==> src/rtl/serial_add_ctrl.sv <==
// Bit-serial adder controller: adds two WIDTH-bit operands LSB-first over
// WIDTH clocks through one shared 1-bit full adder (two half adders + OR).
//
// state | meaning
// ------+----------------------------------------------------------------
// IDLE  | waiting for start; sum/cout hold the last result
// RUN   | one operand bit per clock, LSB first; start is ignored
// DONE  | one-cycle completion pulse; start here begins the next op at once

module half_adder (
  input  logic x,
  input  logic y,
  output logic s,
  output logic c
);

  // Sum and carry of two bits.
  assign s = x ^ y;
  assign c = x & y;

endmodule

module serial_add_ctrl #(
  parameter int WIDTH = 8
) (
  input  logic             clk,
  input  logic             reset,
  input  logic             start,
  input  logic [WIDTH-1:0] a,
  input  logic [WIDTH-1:0] b,
  output logic [WIDTH-1:0] sum,
  output logic             cout,
  output logic             busy,
  output logic             done
);

  localparam int CW = $clog2(WIDTH);
  localparam logic [CW-1:0] CNT_LAST = CW'(WIDTH - 1);

  localparam logic [1:0] ST_IDLE = 2'd0;
  localparam logic [1:0] ST_RUN  = 2'd1;
  localparam logic [1:0] ST_DONE = 2'd2;

  logic [1:0]       state_q,  state_d;
  logic [WIDTH-1:0] a_sh_q,   a_sh_d;
  logic [WIDTH-1:0] b_sh_q,   b_sh_d;
  logic [WIDTH-1:0] res_sh_q, res_sh_d;
  logic             carry_q,  carry_d;
  logic [CW-1:0]    cnt_q,    cnt_d;
  logic [WIDTH-1:0] sum_q,    sum_d;
  logic             cout_q,   cout_d;

  logic half_s;
  logic half_c;
  logic s_bit;
  logic full_c;
  logic carry_n;

  // Shared 1-bit full adder: operand bits first, then the running carry.
  half_adder u_ha_ab (
    .x (a_sh_q[0]),
    .y (b_sh_q[0]),
    .s (half_s),
    .c (half_c)
  );

  half_adder u_ha_cin (
    .x (half_s),
    .y (carry_q),
    .s (s_bit),
    .c (full_c)
  );

  assign carry_n = half_c | full_c;

  // Next-state, datapath sequencing and result capture.
  always_comb begin
    state_d  = state_q;
    a_sh_d   = a_sh_q;
    b_sh_d   = b_sh_q;
    res_sh_d = res_sh_q;
    carry_d  = carry_q;
    cnt_d    = cnt_q;
    sum_d    = sum_q;
    cout_d   = cout_q;
    case (state_q)
      ST_IDLE, ST_DONE: begin
        if (start) begin
          state_d  = ST_RUN;
          a_sh_d   = a;
          b_sh_d   = b;
          res_sh_d = '0;
          carry_d  = 1'b0;
          cnt_d    = '0;
        end else begin
          state_d = ST_IDLE;
        end
      end
      ST_RUN: begin
        carry_d  = carry_n;
        res_sh_d = {s_bit, res_sh_q[WIDTH-1:1]};
        a_sh_d   = a_sh_q >> 1;
        b_sh_d   = b_sh_q >> 1;
        cnt_d    = cnt_q + CW'(1);
        if (cnt_q == CNT_LAST) begin
          // Final bit: publish the assembled word together with the carry-out.
          sum_d   = {s_bit, res_sh_q[WIDTH-1:1]};
          cout_d  = carry_n;
          state_d = ST_DONE;
        end
      end
      default: state_d = ST_IDLE;
    endcase
  end

  // State and datapath registers; reset abandons any operation in flight.
  always_ff @(posedge clk or posedge reset) begin
    if (reset) begin
      state_q  <= ST_IDLE;
      a_sh_q   <= '0;
      b_sh_q   <= '0;
      res_sh_q <= '0;
      carry_q  <= 1'b0;
      cnt_q    <= '0;
      sum_q    <= '0;
      cout_q   <= 1'b0;
    end else begin
      state_q  <= state_d;
      a_sh_q   <= a_sh_d;
      b_sh_q   <= b_sh_d;
      res_sh_q <= res_sh_d;
      carry_q  <= carry_d;
      cnt_q    <= cnt_d;
      sum_q    <= sum_d;
      cout_q   <= cout_d;
    end
  end

  assign sum  = sum_q;
  assign cout = cout_q;
  assign busy = (state_q == ST_RUN);
  assign done = (state_q == ST_DONE);

endmodule

==> config.mk <==
export PLATFORM = sky130hd
export DESIGN_NAME = serial_add_ctrl
export DESIGN_NICKNAME = d
export VERILOG_FILES = /design/src/rtl/serial_add_ctrl.sv
export SDC_FILE = /design/constraint.sdc
export NUM_CORES = 1
export LEC_CHECK = 0
export ABC_AREA = 1
export BUFFER_PORTS_ARGS = -buffer_cell sky130_fd_sc_hd__buf_2
export CAP_MARGIN = 30
export CORE_UTILIZATION = 50
export CTS_BUF_LIST = sky130_fd_sc_hd__clkbuf_4 sky130_fd_sc_hd__clkbuf_8 sky130_fd_sc_hd__clkbuf_16
export DETAILED_ROUTE_END_ITERATION = 10
export GPL_ROUTABILITY_DRIVEN = 0
export HOLD_SLACK_MARGIN = 0.12
export PLACE_DENSITY_LB_ADDON = 0.05
export REMOVE_ABC_BUFFERS = 1
export SKIP_LAST_GASP = 1
export SLEW_MARGIN = 20
export SYNTH_ARGS = -nofsm -noshare
export SYNTH_HDL_FRONTEND = slang
export SYNTH_HIERARCHICAL = 1
export SYNTH_SLANG_ARGS = --single-unit
==> constraint.sdc <==
create_clock -name clk -period 1.18 [get_ports clk]
set_clock_uncertainty 0.05 [all_clocks]
set_input_delay 0.236 -clock clk [delete_from_list [all_inputs] [get_ports clk]]
set_output_delay 0.236 -clock clk [all_outputs]
set_load 0.03 [all_outputs]
After elaboration in Yosys (flattened, before gate mapping)
Cells that the tools add are included.
{"block": "word_totals", "reg_bits": 39, "latchBits": 0, "mem_bits_rw": 0, "romBits": 0, "out_inout_bits": 11, "mem_count": 0}
{"block": "op_classes", "addsub": 1, "mul": 0, "div_mod_pow": 0, "n_lt_le_gt_ge": 0, "eq_ne": 5, "shift": 0, "n_mux": 13, "bitwise": 5, "reduce_logical": 5}
{"op": "$pmux W8 S2", "count": 3}
{"op": "$mux W8", "count": 3}
{"op": "$pmux W3 S2", "count": 1}
{"op": "$pmux W2 S2", "count": 1}
{"op": "$reduce_and A2 Y1", "count": 2}
{"op": "$add A3 B1 Y3 const B", "count": 1}
{"op": "$eq A3 B3 Y1 const B", "count": 1}
{"op": "$mux W3", "count": 1}
{"op": "$and A1 B1 Y1", "count": 2}
{"op": "$eq A2 B1 Y1 const B", "count": 1}
{"op": "$eq A2 B2 Y1 const B", "count": 1}
{"op": "$logic_not A2 Y1", "count": 1}
{"op": "$mux W1", "count": 2}
{"op": "$mux W2", "count": 1}
{"op": "$ne A2 B1 Y1 const B", "count": 1}
{"op": "$ne A2 B2 Y1 const B", "count": 1}
{"op": "$pmux W1 S2", "count": 1}
{"op": "$reduce_bool A2 Y1", "count": 1}
{"op": "$reduce_or A2 Y1", "count": 1}
{"op": "$xor A1 B1 Y1", "count": 2}
{"op": "$or A1 B1 Y1", "count": 1}

Longest topological paths before layout
Gate-level depths: netlist of the first run.
{"block": "logic_depth", "ltp_word": 4, "mapped_depth": 8}

By module
Netlist of the first run, hierarchy kept.
{"module": "serial_add_ctrl", "instances": 1, "cells_per_inst": 216, "area_each_um2": 1801.7, "seq_area_each_um2": 950.9}
{"module": "half_adder", "instances": 2, "cells_per_inst": 1, "area_each_um2": 12.5, "seq_area_each_um2": 0.0}

Least setup slack after synthesis of the first run
Ideal clock, no wire load.
{"block": "synth_path", "path_type": "reg2out", "start": "register state_q[0]", "end": "output port done", "t_arrival_ns": 1.124, "required_ns": 0.894, "slack_ns": -0.230, "stages_incl_launch_ff": 4, "path_buffers": 2, "path_cell_list": "dfrtp_1 > buf_4 > clkbuf_1 > nor2_1"}
{"block": "synth_via", "elab_chain_cells": 1}
{"item": "start: declaration", "line_no": "44", "text": "logic [1:0] state_q, state_d;"}
{"item": "start signal: assignment", "line_no": "128", "text": "state_q <= state_d;"}
{"item": "$eq A2 B2 Y1", "line_no": "142", "text": "assign done = (state_q == ST_DONE);"}
{"item": "end: declaration", "line_no": "34", "text": "output logic done"}
No other way between the ends.

Final worst setup path of the first run
{"block": "layout_path", "start": "register state_q[1]", "end": "output port busy"}
{"block": "layout_via", "elab_chain_cells": 1}
{"item": "$eq A2 B1 Y1", "line_no": "141", "text": "assign busy = (state_q == ST_RUN);"}
{"item": "end: declaration", "line_no": "33", "text": "output logic busy,"}
No other way between the ends.

==> impl_metrics.ini, run 1 <==
[synth]
ys_seq_area_share_pct = 52.1
postSynthCellCount = 218
synth_seq_cells = 38
synth_cell_type_count = 19
yosys_warnings = 6
synthesis.area_um2 = 1830
avgSynthCellArea_um2 = 8.38

[global_route]
grt_first_pass_wirelength_um = 6450
grt_pass1_vias = 1513
grt_start_max_net_pins = 39
track_usage_pct = 21.6
grt-ovfl-total = 0
antenna_found_initial = 0

[critical_path]
startpoint = state_q[1]
path_max_fanout = 4
worstSetupEndpoint = busy
worst_path_dominant_cell_family = flip-flops
worstPathRequired_ns = 0.89
crit_chain = nor2_4 > buf_6
path_class = reg2out
crit_buf_inv = 1
rrSetupSlack_ns = -0.15
cp-end-kind = output pin
crit_slowest_cell = dfrtp_2
rr_worst_depth = 7
r2r-end = a_sh_q[3]
critical_path.startpoint_type = flop
crit_cells = 2
cp_data_arrival_time_ns = 1.14
reg2reg_from = state_q[0]
max_stage_delay_ns = 0.46

[sta]
min_period_ns = 1.43
setup_viol = 44
hold_ws_ns = 0.128
timing.fmax_mhz = 699
fin_crit_sh_pct = 121
setup_slack_ns = -0.250
report.final.slew_viol_count = 0
rsz0062_at_grt = yes
max_slew.worst_pin.slew_ns = 0.203
max_slew_margin_pct = 86.4
hold_violations = 0

[die]
die_w_um = 62.4
io_pins = 30
die_h_um = 62.4
core-area_um2 = 3420
die_area_um2 = 3900
initial_core_util_pct = 53.5
rows = 21

[run_status]
violations = setup timing
outcome = finished, violations left

[final_layout]
fin_nets = 303
syn_to_final_growth_pct = 48.0
layout-drive-gt1-share_pct = 43.8
antenna_cells = 0
fillers = 224

[clocking]
root_buffer = clkbuf_4
cts_sinks = 38
cts_tree = built
cts-buffers-inserted = 5
clkTransAtPathRegs_ns = 0.12
htreeDepth = 2
clockBufferDepth = 2
clock_latency_ns = 0.35
cts_hold_buf = 3

[power]
leakagePower_uw = 0.00147
ir_worst_vdd_v = 0.00160
power.total_uw = 8150
powerDensity_nw_per_um2 = 3010

[min_path]
hold_path.class = in2reg

[routing]
drtAntennaViolNets = 0
post_drt_wl_per_cell_um = 12.7
routed_via_density = 4.83
post-route-drc-count = 0
totalWireLength_um = 4140
drt_iter0_markers = 80
vias = 1579
drtPass1Iterations = 6

[placed_design]
dp_hpwl_um = 2280
io_buffers = 29

[run]
maxCapViolCount = 0
-- per-stage QoR --
stage                     setup TNS, ns  worst slack (ns)  utilization (%)  instance area (um2)  std cells
after floorplan                   -8.64            -0.410                -                 1750        209
after global placement           -0.638           -0.0675             61.9                 2110        300
after detailed placement         -0.744           -0.0784             61.9                 2110        300
after CTS                         -2.99            -0.260             72.5                 2480        320
after global routing              -5.89            -0.284             79.2                 2700        327
final                             -4.05            -0.250             79.2                 2700        327
-- state kept, by name, indices dropped and copies added (netlist names) --
register and count:
sum 8, state_q 2, carry_q 1, cout 1, a_sh_q 8, b_sh_q 8, cnt_q 3, res_sh_q 7
-- kinds of logic after synthesis --
logic type	count (synthesis)	synth area share, %
and+or+nand+nor	106	25.5
AOI/OAI and AO/OA	20	7.12
DFF	38	52.1
adders and majority gates	4	2.74
buffers and inverters	50	12.6
-- final cells by class --
class | instances | area, um2 | area share [%]
Clock buffer | 7 | 52.6 | 1.94
Timing Repair Buffer | 62 | 571 | 21.1
Multi-Input combinational cell | 130 | 850 | 31.4
Timing Repair inverter | 2 | 22.5 | 0.833
Inverter | 41 | 169 | 6.25
Tap cell | 46 | 57.6 | 2.13
Sequential cell | 38 | 952 | 35.2
Clock inverter | 1 | 30.0 | 1.11
-- layout by cell type (no fill, tap or decap), types with 2 or more instances in the layout --
cell type	n
nand2_1	64
inv_1	38
dfrtp_1	37
buf_4	19
o21ai_2	18
buf_2	18
buf_6	16
nand3_1	14
nand3_2	14
clkbuf_4	7
nand2_2	5
nand2_4	3
ha_4	3
dlygate4sd3_1	3
buf_12	3
nand2_8	2
nor2_4	2
inv_8	2
-- worst register-to-register path, stage by stage (launching register included) --
cell and delay [ns]:
dfrtp_1 0.42, buf_6 0.13, buf_6 0.12, nand2_8 0.07, nand2_8 0.13, buf_8 0.18, nand3_2 0.06, nand2_1 0.05
-- synth_stat cells --
cell type | n | area (um2)
nand2_1 | 70 | 263
nor2_4 | 1 | 11.3
dfrtp_1 | 38 | 951
o21ai_1 | 5 | 25.0
inv_4 | 1 | 6.26
buf_6 | 4 | 45.0
ha_1 | 4 | 50.1
clkbuf_1 | 1 | 3.75
inv_1 | 38 | 143
inv_2 | 2 | 7.51
buf_4 | 2 | 15.0
nand3_1 | 28 | 140
nand2_4 | 3 | 33.8
buf_2 | 2 | 10.0
nand2_2 | 1 | 6.26
nor2_1 | 3 | 11.3
o21ai_2 | 8 | 70.1
a21oi_1 | 1 | 5.00
o21ai_0 | 6 | 30.0
-- power breakdown --
group          switching (uW)  internal, uW
combinational            2630          2280
clock                     434           496
sequential                386          1920
-- how the worst min path moves through the flow --
stage | end | cells past startpoint | from | slack, ns
after floorplan | a_sh_q[7] | 2 | a[7] | 0.31
after global placement | cout | 3 | reset | 0.26
after detailed placement | sum[0] | 3 | reset | 0.25
after CTS | b_sh_q[3] | 5 | b[3] | 0.13
after global routing | state_q[0] | 3 | start | 0.10
final | state_q[0] | 3 | start | 0.13
-- metal layers --
metal,track usage [%],share of wire (%),up-vias
li1,-,-,788
met1,28.5,47,755
met2,34.0,48,31
met3,6.75,4.0,5
met4,6.69,0.85,0
met5,0,0,-
-- what timing repair did --
item | in CTS | in global routing
resized for setup | 46 | 41
setup endpoints to repair | 24 | 48
cloned | 1 | 3
endpoints found under the hold margin | 40 | 1
pin swaps | 9 | 14
setup buffers | 8 | 4
Power figures use the tool's default switching activity.
==> inputs of run 2 (changes only) <==
- ABC_AREA: 1 -> default
- CORE_UTILIZATION: 50 -> 49
==> impl_metrics.ini, run 2 <==
[critical_path]
path_class = reg2reg
worstPathRequired_ns = 1.39
path_max_fanout = 4
cp-end-kind = flop
cpMostUsedCell = ha_4
critical_path.startpoint_type = flop
worst_path_dominant_cell_family = flip-flops
crit_slowest_cell = dfrtp_1
crit_chain = ha_4 > ha_4 > nand3b_1 > clkbuf_16 > mux2_4
crit_buf_inv = 1
cp_data_arrival_time_ns = 1.79
max_stage_delay_ns = 0.44

[global_route]
grt_pass1_vias = 1276
grt-ovfl-total = 0
antenna_found_initial = 0
track_usage_pct = 23.4
grt_start_max_net_pins = 39
grt_first_pass_wirelength_um = 5900

[die]
die_area_um2 = 3600
die_w_um = 60.0
core-area_um2 = 3130
initial_core_util_pct = 52.8
die_h_um = 60.0
rows = 20
io_pins = 30

[power]
ir_worst_vdd_v = 0.00153
powerDensity_nw_per_um2 = 2730
leakagePower_uw = 0.00125

[placed_design]
placed_cells = 216
dp_hpwl_um = 2270
pre_cts_ws_ns = -0.372
dpl_cell_area_um2 = 1970
io_buffers = 29

[clocking]
clock_latency_ns = 0.36
cts_tree = built
cts_sinks = 38
root_buffer = clkbuf_4
clkTransAtPathRegs_ns = 0.11
clockBufferDepth = 2
cts-buffers-inserted = 5
htreeDepth = 2

[routing]
vias = 1341
routed_via_density = 5.22
post-route-drc-count = 0
drtPass1Iterations = 4
wl_met1_um = 1920
wl_met2_um = 2000
post_drt_wl_per_cell_um = 16.1
routed.top_layer = met4
drt_iter0_markers = 69
drtAntennaViolNets = 0
totalWireLength_um = 4140
met3WireLength_um = 115

[final_layout]
layout-drive-gt1-share_pct = 53.1
syn_to_final_growth_pct = 59.7
most-common-layout-cells = dfrtp_1 (37), buf_6 (25), buf_4 (20)
final_cells = 257
fin_nets = 235
layout_commonest_cell = dfrtp_1
final_area_um2 = 2640
antenna_cells = 0
utilization_pct = 84.3

[sta]
hold_violations = 0
max_slew_margin_pct = 84.6
max_slew.worst_pin.slew_ns = 0.231
setup_slack_ns = -0.403
rsz0062_at_grt = yes
report.final.slew_viol_count = 0
timing.fmax_mhz = 632
fin_crit_sh_pct = 134
setup-tns-final_ns = -9.39
setup_viol = 47
min_period_ns = 1.58

[min_path]
hold_path.class = in2reg

[synth]
postSynthCellCount = 135
synth_area_leaders = dfrtp_1 (58%), mux2_4 (6.4%), a22o_1 (5.3%)
yosys_warnings = 6
synth_seq_cells = 38
synth_ff_type = dfrtp_1
yosysMostFrequentCell = dfrtp_1
yosys.area.top_type = dfrtp_1
ys_seq_area_share_pct = 57.6
synth_edf_count = 0
synth_cell_type_count = 27
synth.top_cell.area_share_pct = 57.6
synthTopCellsByCount = dfrtp_1 (38), nor2_1 (13), a22o_1 (10), nor3_1 (10), o22ai_1 (10)
synthesis.area_um2 = 1650
avgSynthCellArea_um2 = 12.2
synthArstFlopShare_pct = 100

[run_status]
outcome = finished, violations left
violations = setup timing

[run]
maxCapViolCount = 0
-- run 2: changes by cell type after synthesis, moves of 4 or more --
cell	delta
a22o_1	+10
buf_2	+4
inv_1	-36
mux2_4	+7
mux2i_1	+4
nand2_1	-69
nand3_1	-26
nor2_1	+10
nor2b_1	+5
nor3_1	+10
o21ai_1	-5
o21ai_2	-8
o22ai_1	+10
-- run 2: power by group --
part,leakage (uW),total [uW],switching [uW],internal [uW]
registers,0.000470,2430,534,1900
clock network,0.0000387,750,439,312
logic,0.000743,4020,1740,2280
total,0.00125,7200,2710,4490
-- run 2: final timing paths --
kind / startpoint / end / slack (ns) / depth (start not counted)
hold reg to reg: a_sh_q[4] / a_sh_q[4] / 0.48 / 1
setup reg to reg: cnt_q[0] / sum[4] / -0.40 / 5
setup / recovery: cnt_q[0] / sum[4] / -0.40 / 5
min in group asynchronous: reset / b_sh_q[3] / 0.40 / 4
max in group asynchronous: reset / state_q[0] / 0.46 / 4
hold / removal: b[5] / b_sh_q[5] / 0.12 / 3
-- run 2: layout make-up --
| cell class | count | area, um2 |
|---|---|---|
| multi-input combinational | 84 | 800 |
| sequential | 38 | 952 |
| inverter | 3 | 13.8 |
| timing repair buffer | 80 | 752 |
| clock inverter | 1 | 5.00 |
| fill | 170 | 492 |
| clock buffer | 7 | 58.8 |
| tap | 44 | 55.1 |
-- run 2: through the flow --
stage | power [uW] | hold slack [ns]
after global placement | 4850 | 0.245
final | 7200 | 0.122
after floorplan | 3920 | 0.326
after detailed placement | 4940 | 0.253
after CTS | 6130 | 0.121
after global routing | 7630 | 0.120
-- run 2: worst min-delay path, cell delays in order --
cell     delay [ns]
buf_2          0.08
o22ai_1        0.08
nor2_1         0.11
-- run 2: per-layer routing --
metal,vias up,GRT usage (%)
li1,641,-
met3,9,7.14
met2,28,36.2
met5,-,0
met1,663,30.2
met4,0,10.3
-- run 2: timing repair --
item | in CTS | in global routing
pin swaps | 1 | 12
hold buffers | 10 | 1
gates resized for setup | 28 | 45
setup buffers | 6 | 19
hold endpoints to repair | 47 | 1
endpoints found under the setup margin | 44 | 47
cloned | 0 | 1
-- run 2: cell families after synthesis --
family                     Yosys count  synth area share (%)
buffers and inverters               13                  4.55
AOI/OAI and AO/OA                   32                  13.7
adders and majority gates            4                  3.03
and+or+nand+nor                     35                  10.9
muxes                               13                  10.2
DFF                                 38                  57.6
==> inputs of run 3 (changes only) <==
- MAX_ROUTING_LAYER: default -> met4
==> impl_metrics.ini, run 3 (synthesis results as in run 2) <==
[clocking]
clock_latency_ns = 0.35
htreeDepth = 2
clkTransAtPathRegs_ns = 0.12
cts-buffers-inserted = 5
root_buffer = clkbuf_4
clockBufferDepth = 2
cts_tree = built
cts_sinks = 38

[sta]
report.final.slew_viol_count = 0
hold_ws_ns = 0.130
fin_crit_sh_pct = 135
timing.fmax_mhz = 628
rsz0062_at_grt = yes
max_slew_margin_pct = 84.1
setup-tns-final_ns = -9.00
max_slew.worst_pin.slew_ns = 0.237
setup_slack_ns = -0.412
min_period_ns = 1.59
hold_violations = 0
setup_viol = 43

[global_route]
track_usage_pct = 24.0
grt_first_pass_wirelength_um = 5890
antenna_found_initial = 0
met3_usage_pct = 7.79
globalRoute.busiestLayer = met2
grt_pass1_vias = 1280
grt_start_max_net_pins = 39
grtUsageMet1_pct = 29.8
grt-ovfl-total = 0
use_met2_pct = 36.3

[critical_path]
rrSetupSlack_ns = -0.41
cp_data_arrival_time_ns = 1.79
path_max_fanout = 4
cpMostUsedCell = ha_4
reg2reg_from = cnt_q[0]
critical_path.startpoint_type = flop
r2r-end = sum[4]
rr_worst_depth = 5
worstPathRequired_ns = 1.37
max_stage_delay_ns = 0.44
path_class = reg2reg
worstSetupEndpoint = sum[4]
crit_slowest_cell = dfrtp_1
startpoint = cnt_q[0]
crit_chain = ha_4 > ha_4 > nand3b_1 > clkbuf_16 > mux2_4
cp-end-kind = flop

[placed_design]
dp_hpwl_um = 2270
dpl_cell_area_um2 = 1970
io_buffers = 29
placed_cells = 216

[routing]
drtPass1Iterations = 4
post_drt_wl_per_cell_um = 16.1
drtAntennaViolNets = 0
drt_iter0_markers = 107
vias = 1347
routed_via_density = 5.26
totalWireLength_um = 4120
post-route-drc-count = 0

[final_layout]
syn_to_final_growth_pct = 59.1
fin_nets = 234
layout_commonest_cell = dfrtp_1
final_cells = 256
most-common-layout-cells = dfrtp_1 (37), buf_6 (23), buf_4 (21)
final_area_um2 = 2630
antenna_cells = 0
layout-drive-gt1-share_pct = 53.3

[min_path]
hold_path.class = in2reg

[die]
die_w_um = 60.0
initial_core_util_pct = 52.8
io_pins = 30
die_h_um = 60.0
die_area_um2 = 3600
core-area_um2 = 3130
rows = 20

[run_status]
violations = setup timing
outcome = finished, violations left

[power]
leakagePower_uw = 0.00125
powerDensity_nw_per_um2 = 2740
ir_worst_vdd_v = 0.00153

[run]
maxCapViolCount = 0
## run 3: worst min path at each step
stage | to | slack (ns) | start | cells past startpoint
final | b_sh_q[5] | 0.13 | b[5] | 3
after global routing | b_sh_q[1] | 0.11 | b[1] | 3
after CTS | a_sh_q[0] | 0.12 | a[0] | 3
after detailed placement | b_sh_q[3] | 0.25 | reset | 3
after global placement | b_sh_q[3] | 0.25 | reset | 3
after floorplan | b_sh_q[7] | 0.33 | b[7] | 1
## run 3: stage by stage
step | total power [uW] | util, % | setup WS [ns]
4_1_cts | 6130 | 72.9 | -0.389
2_1_floorplan | 3920 | - | -0.597
6_report | 7190 | 84.0 | -0.412
3_3_place_gp | 4850 | 63.0 | -0.345
5_1_grt | 7630 | 84.0 | -0.459
3_5_place_dp | 4940 | 63.0 | -0.372
## run 3: routing by layer
layer,wire [um],share of wire [%]
met1,1920,46
met2,2030,49
met3,129,3.1
met4,46,1.1
met5,0,0
## run 3: worst max-delay path, delay by kind of cell, from the launching register on
kind,cells,cell delay [ns]
buf+inv,1,0.19
fa+ha+maj,2,0.33
mux,1,0.29
simple gates,1,0.19
flops,1,0.44
## run 3: repair_timing
action                                 in CTS  in global routing
resized for setup                          28                 44
hold buffers                               10                  1
setup endpoints to repair                  44                 47
buffers inserted                            6                 16
pin swaps                                   1                 10
cloned                                      0                  1
endpoints found under the hold margin      47                  1
## run 3: layout make-up
cell class                 count  area, um2
sequential                    38        952
multi-input combinational     84        805
timing repair buffer          79        737
fill                         169        502
clock buffer                   7       58.8
tap                           44       55.1
inverter                       3       13.8
clock inverter                 1       5.00
## run 3: report_power, final
group / internal (uW) / switching (uW) / leakage (uW)
registers: 1900 / 526 / 0.000470
logic: 2270 / 1750 / 0.000737
clock network: 312 / 431 / 0.0000387
total: 4480 / 2710 / 0.00125
